### src/rtl/fetch_decode_if.sv
// Instruction-memory and decode-register bus between fetch_decode and its neighbours.
// The master side is fetch_decode; the slave side is instruction memory plus the ALU.
interface fetch_decode_if #(
   parameter int PC_W = 8
);
   logic [PC_W-1:0] imem_addr;
   logic [8:0]      imem_data;
   logic            branch;
   logic            type_code;
   logic [3:0]      r_op;
   logic [2:0]      i_op;
   logic [4:0]      imm;
   logic [3:0]      reg_sel;
   logic            dec_valid;
   logic [PC_W-1:0] dec_pc;

   modport master (
      output imem_addr,
      input  imem_data,
      input  branch,
      output type_code, r_op, i_op, imm, reg_sel,
      output dec_valid, dec_pc
   );

   modport slave (
      input  imem_addr,
      output imem_data,
      output branch,
      input  type_code, r_op, i_op, imm, reg_sel,
      input  dec_valid, dec_pc
   );
endinterface

### src/rtl/fetch_decode.sv
// Fetch/decode stage of the 8-bit accumulator CPU: PC, decode register,
// branch-target LUT redirect and HALT detection.
module fetch_decode #(
   parameter int PC_W      = 8,
   parameter int LUT_DEPTH = 16
) (
   input  logic                clk,
   input  logic                rst_n,
   input  logic                start,
   input  logic                stall,
   input  logic                lut_we,
   input  logic [3:0]          lut_waddr,
   input  logic [PC_W-1:0]     lut_wdata,
   output logic                busy,
   output logic                done,
   fetch_decode_if.master      bus
);
   typedef enum logic [1:0] {IDLE, RUN, HALT} state_t;

   state_t          state;
   logic [PC_W-1:0] pc;
   logic [PC_W-1:0] decPc;
   logic [8:0]      decInstr;
   logic            decValid;
   logic [PC_W-1:0] lutMem [LUT_DEPTH];
   logic            isHalt;

   assign isHalt = decValid && decInstr[8] && (decInstr[7:5] == 3'b111);

   assign bus.imem_addr = pc;
   assign bus.type_code = decInstr[8];
   assign bus.r_op      = decInstr[7:4];
   assign bus.i_op      = decInstr[7:5];
   assign bus.imm       = decInstr[4:0];
   assign bus.reg_sel   = decInstr[3:0];
   assign bus.dec_valid = decValid;
   assign bus.dec_pc    = decPc;

   // Nonblocking write means a same-cycle branch read sees the old target.
   always_ff @(posedge clk or negedge rst_n) begin
      if (!rst_n) begin
         for (int i = 0; i < LUT_DEPTH; i++) lutMem[i] <= '0;
      end else if (lut_we) begin
         lutMem[lut_waddr] <= lut_wdata;
      end
   end

   always_ff @(posedge clk or negedge rst_n) begin
      if (!rst_n) begin
         state    <= IDLE;
         pc       <= '0;
         decPc    <= '0;
         decInstr <= '0;
         decValid <= 1'b0;
         busy     <= 1'b0;
         done     <= 1'b0;
      end else if (!stall) begin
         case (state)
            IDLE, HALT: begin
               if (start) begin
                  state    <= RUN;
                  pc       <= '0;
                  decValid <= 1'b0;
                  busy     <= 1'b1;
                  done     <= 1'b0;
               end
            end
            RUN: begin
               if (bus.branch && decValid) begin
                  // Redirect and squash the fall-through fetch: one bubble.
                  pc       <= lutMem[decInstr[3:0]];
                  decValid <= 1'b0;
               end else if (isHalt) begin
                  state    <= HALT;
                  decValid <= 1'b0;
                  busy     <= 1'b0;
                  done     <= 1'b1;
               end else begin
                  decInstr <= bus.imem_data;
                  decPc    <= pc;
                  decValid <= 1'b1;
                  pc       <= pc + PC_W'(1);
               end
            end
            default: state <= IDLE;
         endcase
      end
   end
endmodule

### src/flat_wrapper.sv
// flat-port wrapper written by rule: the top's interface ports become plain ports
module fetch_decode_flat 
#(
   parameter int PC_W      = 8,
   parameter int LUT_DEPTH = 16
)
  (clk, rst_n, start, stall, lut_we, lut_waddr, lut_wdata, busy, done, bus_imem_addr, bus_imem_data, bus_branch, bus_type_code, bus_r_op, bus_i_op, bus_imm, bus_reg_sel, bus_dec_valid, bus_dec_pc);
  fetch_decode_if #(.PC_W(PC_W)) bus_i ();
  input  logic clk;
  input  logic rst_n;
  input  logic start;
  input  logic stall;
  input  logic lut_we;
  input  logic [3:0] lut_waddr;
  input  logic [PC_W-1:0] lut_wdata;
  output logic busy;
  output logic done;
  output wire logic [$bits(bus_i.imem_addr)-1:0] bus_imem_addr;
  input wire logic [$bits(bus_i.imem_data)-1:0] bus_imem_data;
  input wire logic [$bits(bus_i.branch)-1:0] bus_branch;
  output wire logic [$bits(bus_i.type_code)-1:0] bus_type_code;
  output wire logic [$bits(bus_i.r_op)-1:0] bus_r_op;
  output wire logic [$bits(bus_i.i_op)-1:0] bus_i_op;
  output wire logic [$bits(bus_i.imm)-1:0] bus_imm;
  output wire logic [$bits(bus_i.reg_sel)-1:0] bus_reg_sel;
  output wire logic [$bits(bus_i.dec_valid)-1:0] bus_dec_valid;
  output wire logic [$bits(bus_i.dec_pc)-1:0] bus_dec_pc;
  assign bus_imem_addr = bus_i.imem_addr;
  assign bus_i.imem_data = bus_imem_data;
  assign bus_i.branch = bus_branch;
  assign bus_type_code = bus_i.type_code;
  assign bus_r_op = bus_i.r_op;
  assign bus_i_op = bus_i.i_op;
  assign bus_imm = bus_i.imm;
  assign bus_reg_sel = bus_i.reg_sel;
  assign bus_dec_valid = bus_i.dec_valid;
  assign bus_dec_pc = bus_i.dec_pc;
  fetch_decode #(.PC_W(PC_W), .LUT_DEPTH(LUT_DEPTH)) u_core (.clk(clk), .rst_n(rst_n), .start(start), .stall(stall), .lut_we(lut_we), .lut_waddr(lut_waddr), .lut_wdata(lut_wdata), .busy(busy), .done(done), .bus(bus_i));
endmodule
### config.mk
export PLATFORM = sky130hd
export DESIGN_NAME = fetch_decode_flat
export DESIGN_NICKNAME = d
export VERILOG_FILES = /design/src/rtl/fetch_decode_if.sv /design/src/rtl/fetch_decode.sv /design/src/flat_wrapper.sv
export SDC_FILE = /design/constraint.sdc
export NUM_CORES = 1
export LEC_CHECK = 0
export CAP_MARGIN = 10
export CORE_MARGIN = 2
export CORE_UTILIZATION = 30
export CTS_CLUSTER_DIAMETER = 120
export CTS_CLUSTER_SIZE = 24
export DETAILED_ROUTE_END_ITERATION = 6
export PLACE_DENSITY = 0.56
export RECOVER_POWER = 25
export SLEW_MARGIN = 20
export SYNTH_ARGS = -nofsm -noshare
export SYNTH_HDL_FRONTEND = slang
export SYNTH_SLANG_ARGS = --single-unit
### constraint.sdc
create_clock -name clk -period 2.45 [get_ports clk]
set_input_delay 0.245 -clock clk [delete_from_list [all_inputs] [get_ports clk]]
set_output_delay 0.245 -clock clk [all_outputs]
set_load 0.02 [all_outputs]
; Word-level counts from Yosys, hierarchy flattened
; Cells that the tools add are included.
[classes]
addsub = 1
n_lt_le_gt_ge = 3
eq_ne = 7
n_mux = 25
n_bitwise = 5
reduce_logical = 12
[ops]
columns = op, n
row1 = bitwise mux 128 bit, 1
row2 = two-way mux 8 bit, 6
row3 = binary-select mux 8 bit (select 4 bit), 1
row4 = demux 8 bit (select 4 bit), 1
row5 = one-hot mux 8 bit (2 select lines), 1
row6 = AND reduction 4 bit, 3
row7 = greater-or-equal comparator 5 bit (second input constant), 2
row8 = NOT 4 -> 5 bit, 2
row9 = adder 8 x 1 -> 8 bit (second input constant), 1
row10 = two-way mux 1 bit, 8
row11 = two-way mux 2 bit, 3
row12 = one-hot mux 1 bit (2 select lines), 3
row13 = < comparator 5 x 1 -> 1 bit (second input constant), 1
row14 = AND reduction 5 bit, 1
row15 = logical AND 1 bit, 4
row16 = inequality test 2 bit (second input constant), 2
row17 = one-hot mux 2 bit (2 select lines), 1
row18 = == test 3 bit (second input constant), 1
row19 = inequality test 3 bit (second input constant), 1
row20 = NOT 1 bit, 3
row21 = AND reduction 3 bit, 1
row22 = == test 2 x 1 -> 1 bit (second input constant), 1
row23 = == test 2 bit (second input constant), 1
row24 = zero test 2 bit, 1
row25 = 3 further kinds, 3
[totals]
reg_bits = 158
inputBits = 27
output_inout_bits = 36

; Logic depth before layout (Yosys ltp)
[logic_depth]
ltp_word = 6
mapped_depth = 7
depth_no_buf = 5

; Worst setup path before layout
; No wires, ideal clock.
[synth_timing]
kind = reg-to-reg
start = reg u_core.decInstr[0]
end = reg u_core.pc[6], in the netlist u_core.bus.imem_addr[6]
setup_time_ns = 0.124
arrival_time_ns = 1.792
setup_slack_ns = 0.534
stages_incl_launch_ff = 7
path_buffers = 2
path_cell_list = dfrtp_1 > buf_6 > buf_2 > mux4_2 > mux2i_1 > o22ai_1 > a211o_1
[synth_via]
elab_chain_cells = 6
[synth_lines]
columns = item, line
row1 = start: declaration, fetch_decode.sv:23  ; logic [8:0] decInstr;
row2 = start signal: assignment, fetch_decode.sv:79  ; decInstr <= bus.imem_data;
row3 = NOT 4 -> 5 bit (implied by the code), fetch_decode.sv:71  ; pc <= lutMem[decInstr[3:0]];
row4 = binary-select mux 8 bit (select 4 bit), fetch_decode.sv:71
row5 = two-way mux 8 bit (implied by the code) (2 in series), fetch_decode.sv:71
row6 = two-way mux 8 bit, fetch_decode.sv:69  ; if (bus.branch && decValid) begin
row7 = one-hot mux 8 bit (2 select lines), fetch_decode.sv:58  ; case (state)
row8 = end signal: assignment, fetch_decode.sv:71
row9 = end signal: assignment, fetch_decode.sv:82  ; pc <= pc + PC_W'(1);
row10 = end: declaration, fetch_decode.sv:21  ; logic [PC_W-1:0] pc;
; No other way between the ends. The select of a mux whose other input is x is not followed.
; A chain may end at the register's enable or synchronous reset.

; Worst setup path in the final report
[layout_timing]
start = reg u_core.decInstr[2]
end = out bus_reg_sel[2]
[layout_lines]
columns = item, line
row1 = end: declaration, flat_wrapper.sv:25  ; output wire logic [$bits(bus_i.reg_sel)-1:0] bus_reg_sel;
; No word-level cell between the ends.

==> out/qor.txt <==
initial antenna violation count - 0
detailed placement HPWL - 12100 um
diode count - 0
vias in the first global route - 4831
Relative slew margins - 29.2%
Post-synth EDFFs - 0
CTS tree - built
die area - 0.0263 mm^2
CP arrival - 1.93 ns
worst-path fanout max - 13
number of buffers created by CTS - 17
syn_area_per_cell - 14.6 um^2
worst skew pair latency - 0.43 ns
IR drop worst, VDD - 504 uV
cells after synthesis - 513
vias per cell - 5.06
Worst setup SP type - register
Buf+Inv Stages, Crit Path - 1
synth unique cells - 50
wire per inst - 19.2 um
YS warnings - 0
Yosys reg bits - 158
Placer Congestion - 0.784
Global Route Usage Sum - 14.0%
Storage cell area - 0.00396 mm^2
final wirelength - 17600 um
Clock Skew - 0.00803 ns
largest net degree at the start of global routing - 73
register area share after synthesis - 52.6%
max cap viols - 0
root buf cell - clkbuf_16
share of flip-flops with an asynchronous set or reset - 100%
final setup fails - 0
Worst Hold Class - in -> async
share of cells above drive strength 1 - 38.9%
CP Cell Sequence - clkdlybuf4s50_1
Die Y - 162 um
post-route ant nets - 0
Hold Vio Cnt, Final - 0
Sink Count - 158
Pins Over Slew Limit - 0
Total Negative Setup Slacks - 0 ns
CP max stage delay - 0.77 ns
H-tree Lvls - 4
CP Data Required Time - 2.20 ns
Top FF cell, synth - dfrtp_1
crit-path leading delay family - flip-flops
# DRC - 0
io pins - 63
Core ar. - 0.0245 mm^2
final worst-path cycle share - 88.7%
CP Capture Type - primary output
Clock Pin Slew Worst Setup and Hold Paths - 0.06 ns
global route overflow - 0
area of the multi-input gates - 0.00327 mm^2
Core Util, Final - 37.3%
DR vias - 4642
Final min period - 2.17 ns
status - finished clean
Cell Pwr Density - 1120 mW/mm^2
Pre-antenna DRT Iters - 4
critical path class - reg -> out
port bufs - 62
Synth Net Count - 541
RSZ-0062 raised after global routing - false
crit path max-delay cell type - dfrtp_1
layout overhead on the synthesized area - 21.5%
Starting DRT DRC Count - 265
Static Leak - 3.88 nW
Longest Clk Path Bufs - 2
Rows - 57
first-pass GRT wire length - 28000 um
starting density of the core - 30.7%
final net count - 609
fmax - 460 MHz
Synth Cell Area - 0.00751 mm^2
Fillers - 2319
die extent in x - 162 um
slew of the pin with the lowest slew margin - 1.06 ns
[synthesized netlist by cell type (2+ instances only)]
| cell | instances | area share, % |
|---|---|---|
| dfrtp_1 | 158 | 53 |
| mux2_2 | 146 | 22 |
| mux2i_1 | 20 | 2.7 |
| mux4_2 | 18 | 5.4 |
| clkbuf_1 | 17 | 0.85 |
| nor2_1 | 15 | 0.75 |
| buf_4 | 12 | 1.2 |
| nand2_1 | 12 | 0.60 |
| mux4_1 | 11 | 3.8 |
| nand3_1 | 7 | 0.47 |
| inv_1 | 6 | 0.30 |
| o21ai_0 | 6 | 0.40 |
| a211o_1 | 5 | 0.58 |
| nand4_1 | 5 | 0.42 |
| o22ai_1 | 5 | 0.42 |
| a21o_1 | 4 | 0.40 |
| a21oi_1 | 4 | 0.27 |
| buf_2 | 4 | 0.27 |
| nand2b_1 | 4 | 0.33 |
| or3_1 | 4 | 0.33 |
| or4_1 | 4 | 0.40 |
| a221o_1 | 3 | 0.40 |
| and3_1 | 3 | 0.25 |
| buf_12 | 3 | 0.80 |
| nor2b_1 | 3 | 0.25 |
| nor3_2 | 3 | 0.40 |
| o211ai_1 | 3 | 0.30 |
| a2111oi_0 | 2 | 0.23 |
| and2_1 | 2 | 0.17 |
| buf_6 | 2 | 0.30 |
| nand3b_1 | 2 | 0.20 |
| o31ai_1 | 2 | 0.20 |
[logic make-up (layout without fill, tap and decap cells)]
kind of cell	count (synthesis)	after routing	synth area share, %
AOI/OAI and AO/OA	42	42	4.20
adders and majority gates	1	1	0.167
buffers and inverters	46	127	3.81
DFF	158	158	52.6
muxes	195	195	33.8
and+or+nand+nor	71	71	5.41
[area by class of cell]
| class | count | share of cell area [%] |
|---|---|---|
| multi-input cells | 309 | 35.9 |
| clock inverters | 13 | 1.71 |
| inverters | 7 | 0.288 |
| well taps | 324 | 4.44 |
| clock buffers | 19 | 4.85 |
| flip-flops and latches | 158 | 43.3 |
| repair buffers | 88 | 9.50 |
[metrics by stage]
stage | instance area [um^2] | total power, mW | setup WS (ns) | hold slack [ns] | cells
finish | 9130 | 10.2 | 0.277 | 0.396 | 918
CTS | 9140 | 10.3 | 0.0357 | 0.395 | 918
detailed placement | 8530 | 7.66 | 0.189 | 0.314 | 885
floorplan | 7510 | 6.38 | 0.534 | -0.0506 | 513
global placement | 8530 | 7.56 | 0.264 | 0.299 | 885
global route | 9130 | 10.8 | 0.193 | 0.432 | 918
[layer usage]
layer / wire, um / share of wire [%] / vias to the layer above / GRT usage (%)
met5: 0 / 0 / - / 0
met4: 280 / 1.6 / 0 / 4.75
met3: 962 / 5.5 / 23 / 2.68
met2: 8090 / 46 / 140 / 21.5
met1: 8290 / 47 / 2417 / 19.9
li1: - / - / 2062 / -
[cell usage in the layout (no fill, tap or decap), types with 3 or more instances in the layout]
cell type,n
nor2b_1,3
a211o_1,5
a21o_1,4
dfrtp_1,156
buf_12,4
mux2_2,146
inv_6,3
nand3_1,7
buf_4,20
mux4_1,11
mux2i_1,20
clkbuf_16,17
nor3_2,3
clkdlybuf4s50_1,61
o22ai_1,5
o21ai_0,6
nand2b_1,4
a21oi_1,4
a221o_1,3
or3_1,4
clkinv_4,4
nand4_1,5
inv_1,6
nor2_1,15
or4_1,4
o211ai_1,3
and3_1,3
nand2_1,12
mux4_2,18
[final timing paths]
kind                                         start                 endpoint  slack (ns)  depth (start not counted)
worst max register to register  u_core.decInstr[2]  u_core.bus.imem_addr[0]        0.32                          4
min in group clk                  bus_imem_data[3]       u_core.decInstr[3]        0.40                          3
worst min register to register   u_core.lutMem[19]        u_core.lutMem[19]        0.50                          1
max in group asynchronous                    rst_n        u_core.lutMem[85]        0.56                          3
worst max-delay path            u_core.decInstr[2]           bus_reg_sel[2]        0.28                          1
worst min-delay path                         rst_n       u_core.decInstr[2]        0.40                          2
[where the power goes]
part,switching (mW),internal [mW]
Clock,1.11,1.55
Combinational,1.61,2.05
Sequential,0.600,3.31
Total,3.32,6.91
[sequential cells by signal, summed over array words and instances (netlist names)]
signal / flops
u_core.bus.imem_addr: 8
u_core.bus.dec_pc: 8
u_core.bus.dec_valid: 1
u_core.decInstr: 9
u_core.state: 2
u_core.done: 1
u_core.lutMem: 128
u_core.busy: 1
[timing repair]
action,CTS,global route
hold buffers,1,0
endpoints found under the hold margin,70,0
setup buffers,0,0
setup endpoints to repair,0,1
gates resized for setup,0,1
(Power assumes the default switching activity.)
